<file path="config.mk">
export PLATFORM = sky130hd
export DESIGN_NAME = nibble_serial_add_ctrl
export DESIGN_NICKNAME = d
export VERILOG_FILES = /design/src/rtl/nibble_serial_add_ctrl_pkg.sv /design/src/rtl/nibble_adder_slice.sv /design/src/rtl/nibble_serial_add_ctrl.sv
export SDC_FILE = /design/constraint.sdc
export NUM_CORES = 1
export LEC_CHECK = 0
export BUFFER_PORTS_ARGS = -buffer_cell sky130_fd_sc_hd__buf_2
export CORE_AREA = 8 8 93 95
export DETAILED_ROUTE_END_ITERATION = 8
export DIE_AREA = 0 0 101 103
export GPL_ROUTABILITY_DRIVEN = 1
export GPL_TIMING_DRIVEN = 0
export SLEW_MARGIN = 20
export SYNTH_ARGS = -nofsm -noshare
export SYNTH_HDL_FRONTEND = slang
export SYNTH_SLANG_ARGS = --single-unit
</file>
<file path="constraint.sdc">
create_clock -name clk -period 3.57 [get_ports clk]
set_input_delay 0.357 -clock clk [delete_from_list [all_inputs] [get_ports clk]]
set_output_delay 0.357 -clock clk [all_outputs]
set_load 0.01 [all_outputs]
</file>
<file path="src/rtl/nibble_serial_add_ctrl_pkg.sv">
// Shared definitions for the nibble-serial adder: FSM encoding, slice width
// and the 1-bit full-adder cell the slice is built from.
package nibble_serial_add_ctrl_pkg;

    localparam int NIBBLE_W = 4;

    typedef enum logic [1:0] {
        ST_IDLE = 2'd0,
        ST_RUN  = 2'd1,
        ST_DONE = 2'd2
    } state_t;

    // Returns {carry_out, sum}.
    function automatic logic [1:0] full_add(input logic a, input logic b, input logic c);
        logic s;
        logic co;
        s  = a ^ b ^ c;
        co = (a & b) | (c & (a ^ b));
        return {co, s};
    endfunction

endpackage

</file>
<file path="src/rtl/nibble_adder_slice.sv">
// Combinational 4-bit ripple adder; c3 is the carry into the top bit so the
// caller can form signed overflow as c3 ^ cout.
module nibble_adder_slice
    import nibble_serial_add_ctrl_pkg::*;
(
    input  logic [NIBBLE_W-1:0] a,
    input  logic [NIBBLE_W-1:0] b,
    input  logic                cin,
    output logic [NIBBLE_W-1:0] sum,
    output logic                cout,
    output logic                c3
);

    logic [NIBBLE_W:0] carry;

    always_comb begin
        carry    = '0;
        sum      = '0;
        carry[0] = cin;
        for (int i = 0; i < NIBBLE_W; i++) begin
            {carry[i+1], sum[i]} = full_add(a[i], b[i], carry[i]);
        end
    end

    assign cout = carry[NIBBLE_W];
    assign c3   = carry[NIBBLE_W-1];

endmodule

</file>
<file path="src/rtl/nibble_serial_add_ctrl.sv">
// Wide add/subtract sequencer: one shared 4-bit slice processes one nibble per
// clock, LSB first, with operands and results exchanged over valid/ready.
module nibble_serial_add_ctrl
    import nibble_serial_add_ctrl_pkg::*;
#(
    parameter int NIBBLES = 4,
    localparam int W      = NIBBLE_W * NIBBLES
) (
    input  logic         clk,
    input  logic         rst_n,
    input  logic         op_valid,
    output logic         op_ready,
    input  logic [W-1:0] A,
    input  logic [W-1:0] B,
    input  logic         Cin,
    input  logic         Sub,
    output logic         res_valid,
    input  logic         res_ready,
    output logic [W-1:0] Sum,
    output logic         Cout,
    output logic         Ovf,
    output logic         busy
);

    localparam int IDX_W = (NIBBLES > 1) ? $clog2(NIBBLES) : 1;

    state_t                                 state;
    logic [NIBBLES-1:0][NIBBLE_W-1:0]       a_reg;
    logic [NIBBLES-1:0][NIBBLE_W-1:0]       b_reg;
    logic [NIBBLES-1:0][NIBBLE_W-1:0]       sum_reg;
    logic                                   carry;
    logic [IDX_W-1:0]                       idx;

    logic [NIBBLE_W-1:0] slice_sum;
    logic                slice_cout;
    logic                slice_c3;

    nibble_adder_slice u_slice (
        .a    (a_reg[idx]),
        .b    (b_reg[idx]),
        .cin  (carry),
        .sum  (slice_sum),
        .cout (slice_cout),
        .c3   (slice_c3)
    );

    assign Sum = sum_reg;

    always_ff @(posedge clk) begin
        if (!rst_n) begin
            state     <= ST_IDLE;
            op_ready  <= 1'b1;
            res_valid <= 1'b0;
            busy      <= 1'b0;
            a_reg     <= '0;
            b_reg     <= '0;
            sum_reg   <= '0;
            carry     <= 1'b0;
            idx       <= '0;
            Cout      <= 1'b0;
            Ovf       <= 1'b0;
        end else begin
            case (state)
                ST_IDLE: begin
                    if (op_valid) begin
                        // Subtract folds into an add of ~B with carry-in forced to 1.
                        a_reg    <= A;
                        b_reg    <= Sub ? ~B : B;
                        carry    <= Sub ? 1'b1 : Cin;
                        idx      <= '0;
                        state    <= ST_RUN;
                        op_ready <= 1'b0;
                        busy     <= 1'b1;
                    end
                end
                ST_RUN: begin
                    sum_reg[idx] <= slice_sum;
                    carry        <= slice_cout;
                    if (idx == IDX_W'(NIBBLES - 1)) begin
                        Cout      <= slice_cout;
                        Ovf       <= slice_c3 ^ slice_cout;
                        state     <= ST_DONE;
                        res_valid <= 1'b1;
                    end else begin
                        idx <= idx + 1'b1;
                    end
                end
                ST_DONE: begin
                    if (res_ready) begin
                        res_valid <= 1'b0;
                        op_ready  <= 1'b1;
                        busy      <= 1'b0;
                        state     <= ST_IDLE;
                    end
                end
                default: begin
                    state     <= ST_IDLE;
                    op_ready  <= 1'b1;
                    res_valid <= 1'b0;
                    busy      <= 1'b0;
                end
            endcase
        end
    end

endmodule

</file>
==> Yosys cells after proc, flatten, opt, wreduce, memory -nomap -nowiden <==
Cells that the tools add are included.
{ "totals": {"regBits": 58, "out_inout_bits": 21, "input_bits": 38, "word_cells": 90} }
{ "op_classes": {"n_mux": 26, "magnitude_cmp": 2, "eq_ne": 7, "n_reduce_logical": 10, "add_sub_neg": 1, "bitwise": 24} }
{ "ops": {"columns": ["cell", "count"], "rows": [
  ["binary-select mux 4 bit (select 2 bit)", 2],
  ["bitwise mux 16 bit", 1],
  ["two-way mux 16 bit", 1],
  ["NOT 16 bit", 1],
  ["two-way mux 4 bit", 3],
  ["AND reduction 3 bit", 4],
  ["two-way mux 2 bit", 5],
  ["one-hot mux 1 bit (3 select lines)", 3],
  ["XOR 1 bit", 9],
  ["bitwise AND 1 bit", 8],
  ["demux 4 bit (select 2 bit)", 1],
  ["!= test 2 bit, second input constant", 4],
  ["two-way mux 1 bit", 7],
  ["one-hot mux 2 bit (3 select lines)", 1],
  ["AND reduction 2 bit", 3],
  ["== test 2 bit, second input constant", 2],
  ["bitwise OR 1 bit", 4],
  ["one-hot mux 2 bit (2 select lines)", 1],
  ["less-than comparator 2 x 3 -> 1 bit, second input constant", 1],
  ["adder 2 x 1 -> 2 bit, second input constant", 1],
  ["== test 2 x 1 -> 1 bit, second input constant", 1],
  [">= comparator 2 x 1 -> 1 bit, second input constant", 1],
  ["logical NOT 2 bit", 1],
  ["NOT 1 bit", 2],
  ["other kinds (3)", 3]
]} }

==> Logic depth before layout (Yosys ltp) <==
Gate-level depths: netlist (run 1).
{ "logic_depth": {"depth_word": 12, "depth_mapped": 12, "ltp_nobuf": 11} }

==> Cells and area by module <==
A second synthesis (run 1) with hierarchy kept.
{ "unflattened": {"cells_unflattened": 274, "hier_area_um2": 2763.9} }
{ "by_module_without_submodules": {"columns": ["mod", "cells_per_inst", "seq_area_each_um2", "n_inst", "area_each_um2"], "rows": [
  ["nibble_serial_add_ctrl", 262, 1161.1, 1, 2653.8],
  ["nibble_adder_slice", 12, 0.0, 1, 110.1]
]} }

==> Worst setup path before layout (run 1) <==
Ideal clock, no wire load.
{ "synth_path": {"kind": "register -> register", "start": "register idx[0]", "end": "register sum_reg, in the netlist Sum[11]", "setup_ns": 0.059, "required_ns": 3.511, "setup_slack_ns": 0.642, "path_stages_with_launch": 12, "arrival_ns": 2.870, "n_path_buf": 1, "period_less_slack_ns": 2.928, "cell_sequence": "dfxtp_1 buf_2 mux4_2 fa_1 inv_1 fa_1 inv_1 fa_1 inv_1 fa_1 nand2_1 o211a_1"} }
{ "synth_via": {"elab_chain_cells": 11, "word_cells_on_any_way": 24, "cone_classes": "order compare (2); mux (7); bitwise (14); reduce/logical (1)"} }
{ "synth_rtl": {"columns": ["element", "line", "source"], "rows": [
  ["start, declared", "nibble_serial_add_ctrl.sv:32", "logic [IDX_W-1:0] idx;"],
  ["start signal, assigned", "nibble_serial_add_ctrl.sv:85", "idx <= idx + 1'b1;"],
  ["binary-select mux 4 bit (select 2 bit) (on tied branches)", "nibble_serial_add_ctrl.sv:39, nibble_serial_add_ctrl.sv:40", null],
  ["two-way mux 4 bit (on tied branches)", "nibble_serial_add_ctrl.sv:39, nibble_serial_add_ctrl.sv:40", null],
  ["XOR 1 bit", "nibble_serial_add_ctrl_pkg.sv:18", "co = (a & b) | (c & (a ^ b));"],
  ["bitwise AND 1 bit", "nibble_serial_add_ctrl_pkg.sv:18", null],
  ["bitwise OR 1 bit", "nibble_serial_add_ctrl_pkg.sv:18", null],
  ["bitwise AND 1 bit", "nibble_serial_add_ctrl_pkg.sv:18", null],
  ["bitwise OR 1 bit", "nibble_serial_add_ctrl_pkg.sv:18", null],
  ["bitwise AND 1 bit", "nibble_serial_add_ctrl_pkg.sv:18", null],
  ["bitwise OR 1 bit", "nibble_serial_add_ctrl_pkg.sv:18", null],
  ["XOR 1 bit", "nibble_serial_add_ctrl_pkg.sv:17", "s = a ^ b ^ c;"],
  ["bitwise mux 16 bit (*)", "nibble_serial_add_ctrl.sv:77", "sum_reg[idx] <= slice_sum;"],
  ["end signal, assigned by index", "nibble_serial_add_ctrl.sv:77", null],
  ["end, declared", "nibble_serial_add_ctrl.sv:30", "logic [NIBBLES-1:0][NIBBLE_W-1:0] sum_reg;"]
]} }
Every way passes the cells marked *; elsewhere a longest branch is shown, timed or not. The select of a mux whose other input is x is not followed.
A chain may end at the register's enable or synchronous reset.

==> Worst setup path after layout (run 1) <==
Ends and elaborated chain as after synthesis.

==> run metrics, run 1 <==
status=finished clean; post-synthesis sequential area ratio=41.3%; maximum vdd drop=0.000179 V; Area Growth Syn to Fin=22.2%; most frequent cell after synthesis=dfxtp_1; DRC=0; routed via count=2118; Post-synth ARST share=0%; largest net degree at the start of global routing=11; Final Cycle Share=around nine tenths; Static Leak=roughly 0.0017 µW; WHS=0.253 ns; Setup Crit Path Kind=flip-flop to flip-flop; # fillers=745; DIE AREA=10400 µm²; R2R Setup Slk=0.39 ns; drt total wl=6420 µm; Worst setup EP type=flip-flop; hold path depth=3; CTS sink cnt=58; Distinct cells, synth=30; root buffer cell=clkbuf_8; slew margin rel.=63.6%; Critical Path End=Sum[11]$_SDFFE_PN0P_; Clk Latency, worst-skew pair=0.34 ns; Post-Synthesis Cell Area=2810 µm²; cts repair resizes=0; Main synth FF type=dfxtp_1; post-DP HPWL=4750 µm; Worst EP arrival=about 3.5 ns; top cell type's share of synthesized area=41.3%; Die Ht=around 100 µm; Reg-to-Reg End=Sum[11]$_SDFFE_PN0P_; Seq. cell area=1160 µm²; drt pass-1 iters=6; gpl congestion=0.722; IO Pins=59; Wirelength per Cell=14.4 µm; launch point of the critical path=idx[0]$_SDFFE_PN0P_; nets=388; Yosys top cell by area=dfxtp_1; CTS buffer count=9; register bit total from synthesis=58; Layout Cells excl Fill=446; Initial Utilization=39.4%; DR iter-0 viols=72; share of layout cells above drive strength 1=32.9%; Core Box Area=slightly above 7000 µm²; measured slew at the worst slew-check pin=0.546 ns; Worst-path clk slew=roughly 0.070 ns; total negative slack=0 ns; area of the multi-input gates=1460 µm²; Final Core Density=just under 50%; first-pass GRT wire length=10700 µm; total chip power=1630 µW; I/O Buffers=56; CP max FO=10; Die X=101 µm; final global-route overflow total=0; RSZ-0062 raised after global routing=no; Area contributors post-synth=dfxtp_1 (41%), o211a_1 (9.3%), nand2_1 (7.1%), mux4_2 (6.4%), xnor2_1 (5.3%); Clock Skew=0.00654 ns; Yosys warnings=0; H-tree levels=3; cells on worst reg2reg path=11; Site Rows=31; EDFF count, synth=0; final setup fails=0; Setup Buffers After CTS=0; initial antenna violation count=0; # hold bufs at CTS=0; CTS Buffer Depth=2; Pins Over Slew Limit=0; Ant. Diodes=0; CP required=3.85 ns; worst hold path type=primary input to flip-flop; cells after synthesis=275; maximum clock rate=about 310 MHz; Pwr per Cell Area=473 nW/µm²; CP Launch Type=flip-flop; final worst path period need=3.18 ns; aggregate global-route resource usage=13.6%; Reg-to-Reg Start=idx[0]$_SDFFE_PN0P_; Hold Vio Cnt, Final=0; CTS tree=done; Post-synth top cells=dfxtp_1 (58), nand2_1 (53), o211a_1 (26); Antenna Nets Post-Route=0; vias in the first global route=2218; Placed Cells=430; via/cell ratio=4.75; post-synth net total=321; max-cap viol count=0; syn avg cell area=10.2 µm²
-- power by group --
part / internal [µW] / switching, µW / total, µW
logic: 121 / 127 / 248
clock network: 410 / 260 / 669
registers: 687 / 21.3 / 709
-- per-stage QoR --
stage                     instance area (µm²)  setup WS (ns)
after floorplan                          2810          0.642
after global placement                   3220          0.377
after detailed placement                 3220          0.383
after CTS                                3430          0.368
after global routing                     3430          0.166
final                                    3430          0.394
-- cell type report --
type	instances	share of cell area, %
buffer	24	4.23
clock buffer	11	4.12
clock inverter	5	2.26
inverter	11	1.20
multi-input combinational	182	42.6
sequential	58	33.8
tap	99	3.61
timing repair buffer	56	8.16
-- worst max-delay path, cell delays in order, from the launching register on --
cell     delay [ns]
dfxtp_1        0.35
buf_2          0.31
mux4_2         0.58
fa_1           0.39
inv_1          0.07
fa_1           0.15
inv_1          0.05
fa_1           0.41
inv_1          0.09
fa_1           0.48
nand2_1        0.10
o211a_1        0.14
-- cells by family (layout without fill, tap and decap cells) --
logic type,Yosys count,in the layout,share of synthesized area (%)
DFF,58,58,41.3
xor gates and xnor gates,17,17,5.30
adders and majority gates,8,8,4.63
muxes,17,17,9.61
and+or+nand+nor,87,87,15.4
buffers and inverters,35,107,6.63
AOI/OAI and AO/OA,53,53,17.2
-- layout by cell type, fill, tap and decap left out, drive strengths merged --
| master | n |
|---|---|
| inv | 11 |
| mux4 | 8 |
| mux2i | 9 |
| nor3b | 2 |
| a21boi | 17 |
| nand2 | 63 |
| o21bai | 2 |
| dfxtp | 58 |
| and3b | 4 |
| clkinvlp | 1 |
| fa | 4 |
| o22ai | 2 |
| o211a | 26 |
| clkbuf | 21 |
| xnor2 | 17 |
| buf | 70 |
| nor2b | 12 |
| nor2 | 2 |
| ha | 4 |
| or3b | 2 |
| o21ai | 1 |
| clkinv | 2 |
| nand2b | 1 |
| a21oi | 5 |
| nor4b | 1 |
| bufinv | 2 |
-- layer usage --
metal  wire length [µm]  vias up  global-route usage, %
li1                   -     1061                      -
met1               2930      994                   15.5
met2               3000       54                   22.2
met3                359        9                   4.52
met4                136        0                   7.33
met5                  0        -                      0
-- worst min-delay path by stage --
stage                            from                      to  slack (ns)
2_1_floorplan  a_reg[11]$_SDFFE_PN0P_  a_reg[11]$_SDFFE_PN0P_        0.43
3_3_place_gp   a_reg[15]$_SDFFE_PN0P_  a_reg[15]$_SDFFE_PN0P_        0.44
3_5_place_dp   a_reg[15]$_SDFFE_PN0P_  a_reg[15]$_SDFFE_PN0P_        0.44
4_1_cts                         A[13]  a_reg[13]$_SDFFE_PN0P_        0.24
5_1_grt                         A[13]  a_reg[13]$_SDFFE_PN0P_        0.25
6_report                        A[13]  a_reg[13]$_SDFFE_PN0P_        0.25
(Power assumes the default switching activity.)
==> run 2, diff against run 1 <==
BUFFER_PORTS_ARGS = -buffer_cell sky130_fd_sc_hd__clkbuf_2   (was -buffer_cell sky130_fd_sc_hd__buf_2)
==> run 2 against run 1 <==
Net effect: combinational power hardly changed; critical path depth stayed put; setup slack worse by 0.039 ns; sequential share of layout area is 0.32 points lower; design area is 0.95% higher; largest cell class unchanged; final cell count stayed put.
==> run metrics, run 2 (synthesis gave the netlist of run 1 again) <==
status=finished clean (unchanged); Setup Buffers After CTS=0 (unchanged); drt total wl=6390 µm (was 6420 µm); maximum vdd drop=0.000163 V (was 0.000179 V); Pwr per Cell Area=495 nW/µm² (was 473 nW/µm²); Layout Cells excl Fill=446 (unchanged); initial antenna violation count=0 (unchanged); Pins Over Slew Limit=0 (unchanged); Comb pwr share=14.5% (was 15.2%); worst hold path type=primary input to flip-flop (unchanged); RSZ-0062 raised after global routing=no (unchanged); Worst EP arrival=3.50 ns (was 3.46 ns); vias in the first global route=2148 (was 2218); Ant. Diodes=0 (unchanged); # fillers=754 (was 745); most frequent CP cell=fa_1 (unchanged); nets=388 (unchanged); DRC=0 (unchanged); CTS buffer count=9 (unchanged); Static Leak=0.00166 µW (was 0.00165 µW); Die Ht=103 µm (unchanged); Initial Utilization=39.4% (unchanged); drt pass-1 iters=4 (was 6); final setup fails=0 (unchanged); CTS tree=done (unchanged); Die X=101 µm (unchanged); share of layout cells above drive strength 1=33.1% (was 32.9%); cts repair resizes=0 (unchanged); max-cap viol count=0 (unchanged); met3 wire length=362 µm (was 359 µm); Area Growth Syn to Fin=23.3% (was 22.2%); CP max FO=10 (unchanged); largest net degree at the start of global routing=11 (unchanged); # hold bufs at CTS=0 (unchanged); most frequent cells in the layout=dfxtp_1 (58), clkbuf_2 (56), nand2_1 (53) (was buf_2 (63), dfxtp_1 (58), nand2_1 (53)); Core Box Area=7140 µm² (unchanged); Hold Vio Cnt, Final=0 (unchanged); DR iter-0 viols=63 (was 72); CTS sink cnt=58 (unchanged); first-pass GRT wire length=10500 µm (was 10700 µm); WHS=0.239 ns (was 0.253 ns); IO Pins=59 (unchanged); via/cell ratio=4.69 (was 4.75); H-tree levels=3 (unchanged); post-DP HPWL=4790 µm (was 4750 µm); Switching Fraction=23.9% (was 25.1%); top sig layer=met4 (unchanged); routed via count=2091 (was 2118); Clock Skew=0.00516 ns (was 0.00654 ns); root buffer cell=clkbuf_8 (unchanged); maximum clock rate=311 MHz (was 315 MHz); Site Rows=31 (unchanged); Worst path max stage delay=0.59 ns (was 0.58 ns); Final Cycle Share=90.0% (was 89.0%); CP Cell Sequence=buf_2 > mux4_2 > fa_1 > inv_1 > fa_1 > inv_1 > fa_1 > inv_1 > fa_1 > nand2_1 > o211a_1 (unchanged); Clk Latency, worst-skew pair=0.33 ns (was 0.34 ns); Wirelength per Cell=14.3 µm (was 14.4 µm); met1 WL=2960 µm (was 2930 µm); sequential power share=41.3% (was 43.6%); CP Launch Type=flip-flop (unchanged); final global-route overflow total=0 (unchanged); aggregate global-route resource usage=13.3% (was 13.6%); total negative slack=0 ns (unchanged); I/O Buffers=56 (unchanged); Setup Crit Path Kind=flip-flop to flip-flop (unchanged); Worst path slowest cell=mux4_2 (unchanged); Placed Cells=430 (unchanged); measured slew at the worst slew-check pin=0.511 ns (was 0.546 ns); Worst setup EP type=flip-flop (unchanged); slew margin rel.=65.9% (was 63.6%); DIE AREA=10400 µm² (unchanged); most common cell after layout, fill and taps aside=dfxtp_1 (was buf_2); gpl congestion=0.732 (was 0.722); Int Pwr=1310 µW (was 1220 µW); CP required=3.85 ns (about the same); Antenna Nets Post-Route=0 (unchanged); Worst-path clk slew=0.07 ns (about the same); Clk pwr share=44.2% (was 41.2%); WL met2=2920 µm (was 3000 µm); Switch Pwr=410 µW (was 408 µW); CTS Buffer Depth=2 (unchanged); final worst path period need=3.21 ns (was 3.18 ns)
run 2: changes by cell type in the layout (fill, tap and decap cells not counted), sizes merged:
cell / delta
buf: -56
clkbuf: +56
bufinv: +1
clkinvlp: -1
run 2: cell type report:
| type | instances | area, µm² | share of cell area [%] |
|---|---|---|---|
| multi-input cells | 182 | 1460 | 42.2 |
| flip-flops and latches | 58 | 1160 | 33.5 |
| repair buffers | 56 | 280 | 8.08 |
| clock buffers | 11 | 151 | 4.37 |
| plain buffers | 24 | 145 | 4.19 |
| well taps | 99 | 124 | 3.57 |
| clock inverters | 5 | 100 | 2.89 |
| inverters | 11 | 41.3 | 1.19 |
run 2: per-layer routing:
layer,track usage (%),vias to the layer above
met4,6.87,0
met3,3.98,11
met5,0,-
met2,21.4,54
li1,-,1059
met1,15.7,967
run 2: power by group through the flow:
| stage | registers, µW | logic (µW) | clock network (µW) |
|---|---|---|---|
| after floorplan | 723 | 174 | 0 |
| after global placement | 723 | 248 | 0 |
| after detailed placement | 724 | 252 | 0 |
| after CTS | 709 | 253 | 772 |
| after global routing | 714 | 278 | 815 |
| final | 709 | 249 | 760 |
run 2: worst max-delay path, delay by kind of cell (launching register included):
kind                     cells  cell delay (ns)
AND/OR/NAND/NOR              1             0.10
buffers and inverters        4             0.53
AO/OA/AOI/OAI                1             0.14
multiplexers                 1             0.59
flip-flops                   1             0.36
adder cells (fa/ha/maj)      4             1.44
run 2: stage by stage:
stage	util, %	setup slack [ns]	cell area (µm²)	power, µW
floorplan	-	0.642	2810	896
global placement	45.1	0.378	3220	971
detailed placement	45.1	0.331	3220	976
CTS	48.6	0.322	3470	1730
global route	48.6	0.114	3470	1810
finish	48.6	0.356	3470	1720
run 2: path summary, 6_finish.rpt:
kind                          start                     end  slack [ns]  cells after the start
max             idx[0]$_SDFFE_PN0P_     Sum[7]$_SDFFE_PN0P_        0.36                     11
min                           A[13]  a_reg[13]$_SDFFE_PN0P_        0.24                      3
max reg2reg     idx[0]$_SDFFE_PN0P_     Sum[7]$_SDFFE_PN0P_        0.36                     11
min reg2reg  a_reg[15]$_SDFFE_PN0P_  a_reg[15]$_SDFFE_PN0P_        0.45                      2
==> run 3, diff against run 2 <==
ABC_AREA = 1   (was default)
CORE_AREA = 10 10 95 97   (was 8 8 93 95)
DIE_AREA = 0 0 105 107   (was 0 0 101 103)
==> run 3 against run 2 <==
Net effect: non-clock buffer count shrank 7; synthesized cell count grew 37%; count of clock-buffer cells in the layout grew 4; fmax grew 1.9%; core utilization shrank 1.4 points; clock skew shrank 0.00070 ns; first-iteration DRC count grew 65%.
==> run metrics, run 3 <==
Worst-path clk slew=0.07 ns (about the same); Post-synth top cells=nor2_1 (107), dfxtp_1 (58), nand2_1 (54) (was dfxtp_1 (58), nand2_1 (53), o211a_1 (26)); Yosys warnings=0 (unchanged); vias in the first global route=2473 (was 2148); CTS tree=done (unchanged); routed via count=2472 (was 2091); area of the multi-input gates=1380 µm² (was 1460 µm²); largest net degree at the start of global routing=12 (was 11); slew margin rel.=68.9% (was 65.9%); # hold bufs at CTS=0 (unchanged); Area contributors post-synth=dfxtp_1 (42%), nor2_1 (15%), o21ai_0 (9.2%), nand2_1 (7.3%), xnor2_1 (5.4%) (was dfxtp_1 (41%), o211a_1 (9.3%), nand2_1 (7.1%), mux4_2 (6.4%), xnor2_1 (5.3%)); Setup Crit Path Kind=flip-flop to flip-flop (unchanged); top cell type's share of synthesized area=42.0% (was 41.3%); nets=491 (was 388); Ant. Diodes=0 (unchanged); Pins Over Slew Limit=0 (unchanged); most common cell after layout, fill and taps aside=nor2_1 (was dfxtp_1); maximum vdd drop=0.000205 V (was 0.000163 V); Simple-Gate Fraction of Synth Area=28.1% (was 15.4%); Static Leak=0.00157 µW (was 0.00166 µW); post-DP HPWL=5110 µm (was 4790 µm); EDFF count, synth=0 (unchanged); DRC=0 (unchanged); final setup fails=0 (unchanged); drt total wl=6760 µm (was 6390 µm); post-synthesis sequential area ratio=42.0% (was 41.3%); CTS Buffer Depth=2 (unchanged); Layout Cells excl Fill=549 (was 446); Post-synth ARST share=0% (unchanged); total negative slack=0 ns (unchanged); drt pass-1 iters=4 (unchanged); CP max FO=11 (was 10); Clk Latency, worst-skew pair=0.33 ns (about the same); Setup Buffers After CTS=0 (unchanged); aggregate global-route resource usage=12.4% (was 13.3%); final global-route overflow total=0 (unchanged); Initial Utilization=38.7% (was 39.4%); I/O Buffers=56 (unchanged); Final Cycle Share=88.3% (was 90.0%); maximum clock rate=317 MHz (was 311 MHz); Worst setup EP type=flip-flop (unchanged); measured slew at the worst slew-check pin=0.467 ns (was 0.511 ns); Adder-Cell Fraction of Synth Area=4.71% (was 4.63%); CP Launch Type=flip-flop (unchanged); worst hold path type=primary input to flip-flop (unchanged); most frequent cell after synthesis=nor2_1 (was dfxtp_1); most frequent cells in the layout=nor2_1 (107), dfxtp_1 (58), clkbuf_2 (56) (was dfxtp_1 (58), clkbuf_2 (56), nand2_1 (53)); Wirelength per Cell=12.3 µm (was 14.3 µm); H-tree levels=3 (unchanged); share of layout cells above drive strength 1=23.1% (was 33.1%); Die X=105 µm (was 101 µm); Worst EP arrival=3.42 ns (was 3.50 ns); RSZ-0062 raised after global routing=no (unchanged); Main synth FF type=dfxtp_1 (unchanged); DIE AREA=11200 µm² (was 10400 µm²); cells after synthesis=378 (was 275); Area Growth Syn to Fin=21.9% (was 23.3%); CP required=3.84 ns (was 3.85 ns); DR iter-0 viols=104 (was 63); syn avg cell area=7.31 µm² (was 10.2 µm²); register bit total from synthesis=58 (unchanged); Hold Vio Cnt, Final=0 (unchanged); complex-gate fraction of the synthesized area=11.8% (was 17.2%); post-route cell area=3370 µm² (was 3470 µm²); Post-Synthesis Cell Area=2760 µm² (was 2810 µm²); status=finished clean (unchanged); gpl congestion=0.786 (was 0.732); IO Pins=59 (unchanged); Pwr per Cell Area=488 nW/µm² (was 495 nW/µm²); first-pass GRT wire length=11400 µm (was 10500 µm); max-cap viol count=0 (unchanged); Site Rows=31 (unchanged); final worst path period need=3.15 ns (was 3.21 ns); CTS buffer count=9 (unchanged); Antenna Nets Post-Route=0 (unchanged); Clock Skew=0.00447 ns (was 0.00516 ns); Die Ht=107 µm (was 103 µm); Synth Area in XOR/XNOR=5.39% (was 5.30%); cts repair resizes=0 (unchanged); initial antenna violation count=0 (unchanged); root buffer cell=clkbuf_8 (unchanged); DP Area=3170 µm² (was 3220 µm²); Yosys top cell by area=dfxtp_1 (unchanged); Seq. cell area=1160 µm² (unchanged); via/cell ratio=4.50 (was 4.69); Core Box Area=7140 µm² (unchanged); Placed Cells=533 (was 430); post-synth net total=424 (was 321); Distinct cells, synth=21 (was 30); largest family of logic cells by synthesized area=simple AND/OR/NAND/NOR gates (was compound AO/OA/AOI/OAI gates); mux contribution to synthesized area=0% (was 9.61%); CTS sink cnt=58 (unchanged); # fillers=783 (was 754)
## run 3: cell count changes after synthesis, moves of 8 or more
| cell | change |
|---|---|
| nand2_2 | -8 |
| nor2_1 | +105 |
| nor2_2 | +22 |
| a21boi_2 | -10 |
| mux4_2 | -8 |
| o211a_1 | -26 |
| nor2b_1 | -12 |
| inv_1 | +12 |
| mux2i_1 | -9 |
| o21ai_0 | +50 |
## run 3: worst max-delay path, stage by stage, from the launching register on
cell and delay [ns]:
dfxtp_1 0.54, clkinv_1 0.40, o21ai_0 0.19, o22ai_1 0.11
fa_1 0.39, inv_1 0.07, fa_1 0.16, inv_1 0.05
fa_1 0.39, inv_1 0.08, fa_1 0.42, inv_1 0.13
nor2_1 0.06, nor2_1 0.09
## run 3: final timing paths
kind | startpoint | to | slack, ns | depth (start not counted)
max reg2reg | idx[1]$_SDFFE_PN0P_ | Sum[15]$_SDFFE_PN0P_ | 0.42 | 13
min | A[7] | a_reg[7]$_SDFFE_PN0P_ | 0.27 | 3
max | idx[1]$_SDFFE_PN0P_ | Sum[15]$_SDFFE_PN0P_ | 0.42 | 13
min reg2reg | busy$_SDFFE_PN0P_ | busy$_SDFFE_PN0P_ | 0.45 | 2
## run 3: cell type report
type | instances | area share [%]
plain buffers | 17 | 3.68
clock buffers | 15 | 5.83
clock inverters | 1 | 0.149
inverters | 25 | 2.86
multi-input cells | 278 | 41.0
flip-flops and latches | 58 | 34.5
well taps | 99 | 3.68
repair buffers | 56 | 8.32
## run 3: stage by stage
stage | hold slack [ns] | worst slack (ns) | util (%) | power [µW]
after floorplan | 0.450 | 0.868 | - | 957
final | 0.274 | 0.416 | 47.2 | 1640
after detailed placement | 0.442 | 0.425 | 44.4 | 1060
after global routing | 0.278 | 0.0810 | 47.2 | 1740
after global placement | 0.434 | 0.451 | 44.4 | 1050
after CTS | 0.264 | 0.391 | 47.2 | 1660
## run 3: cells by family after synthesis
group           count (synthesis)
fa+ha+maj                       8
buf+inv                        42
simple gates                  189
compound gates                 64
flops                          58
xor+xnor                       17
## run 3: where the power goes
group	switching, µW	internal (µW)	leakage (µW)	total, µW
Sequential	31.5	696	0.000477	727
Clock	254	346	0.000106	601
Combinational	187	128	0.000986	316
## run 3: routing by layer
metal | share of wire (%) | global-route usage (%) | vias up | wire length, µm
li1 | - | - | 1304 | -
met5 | 0 | 0 | - | 0
met4 | 1.8 | 5.88 | 0 | 119
met1 | 47 | 14.5 | 1106 | 3190
met3 | 5.3 | 3.83 | 10 | 358
met2 | 46 | 20.2 | 52 | 3090
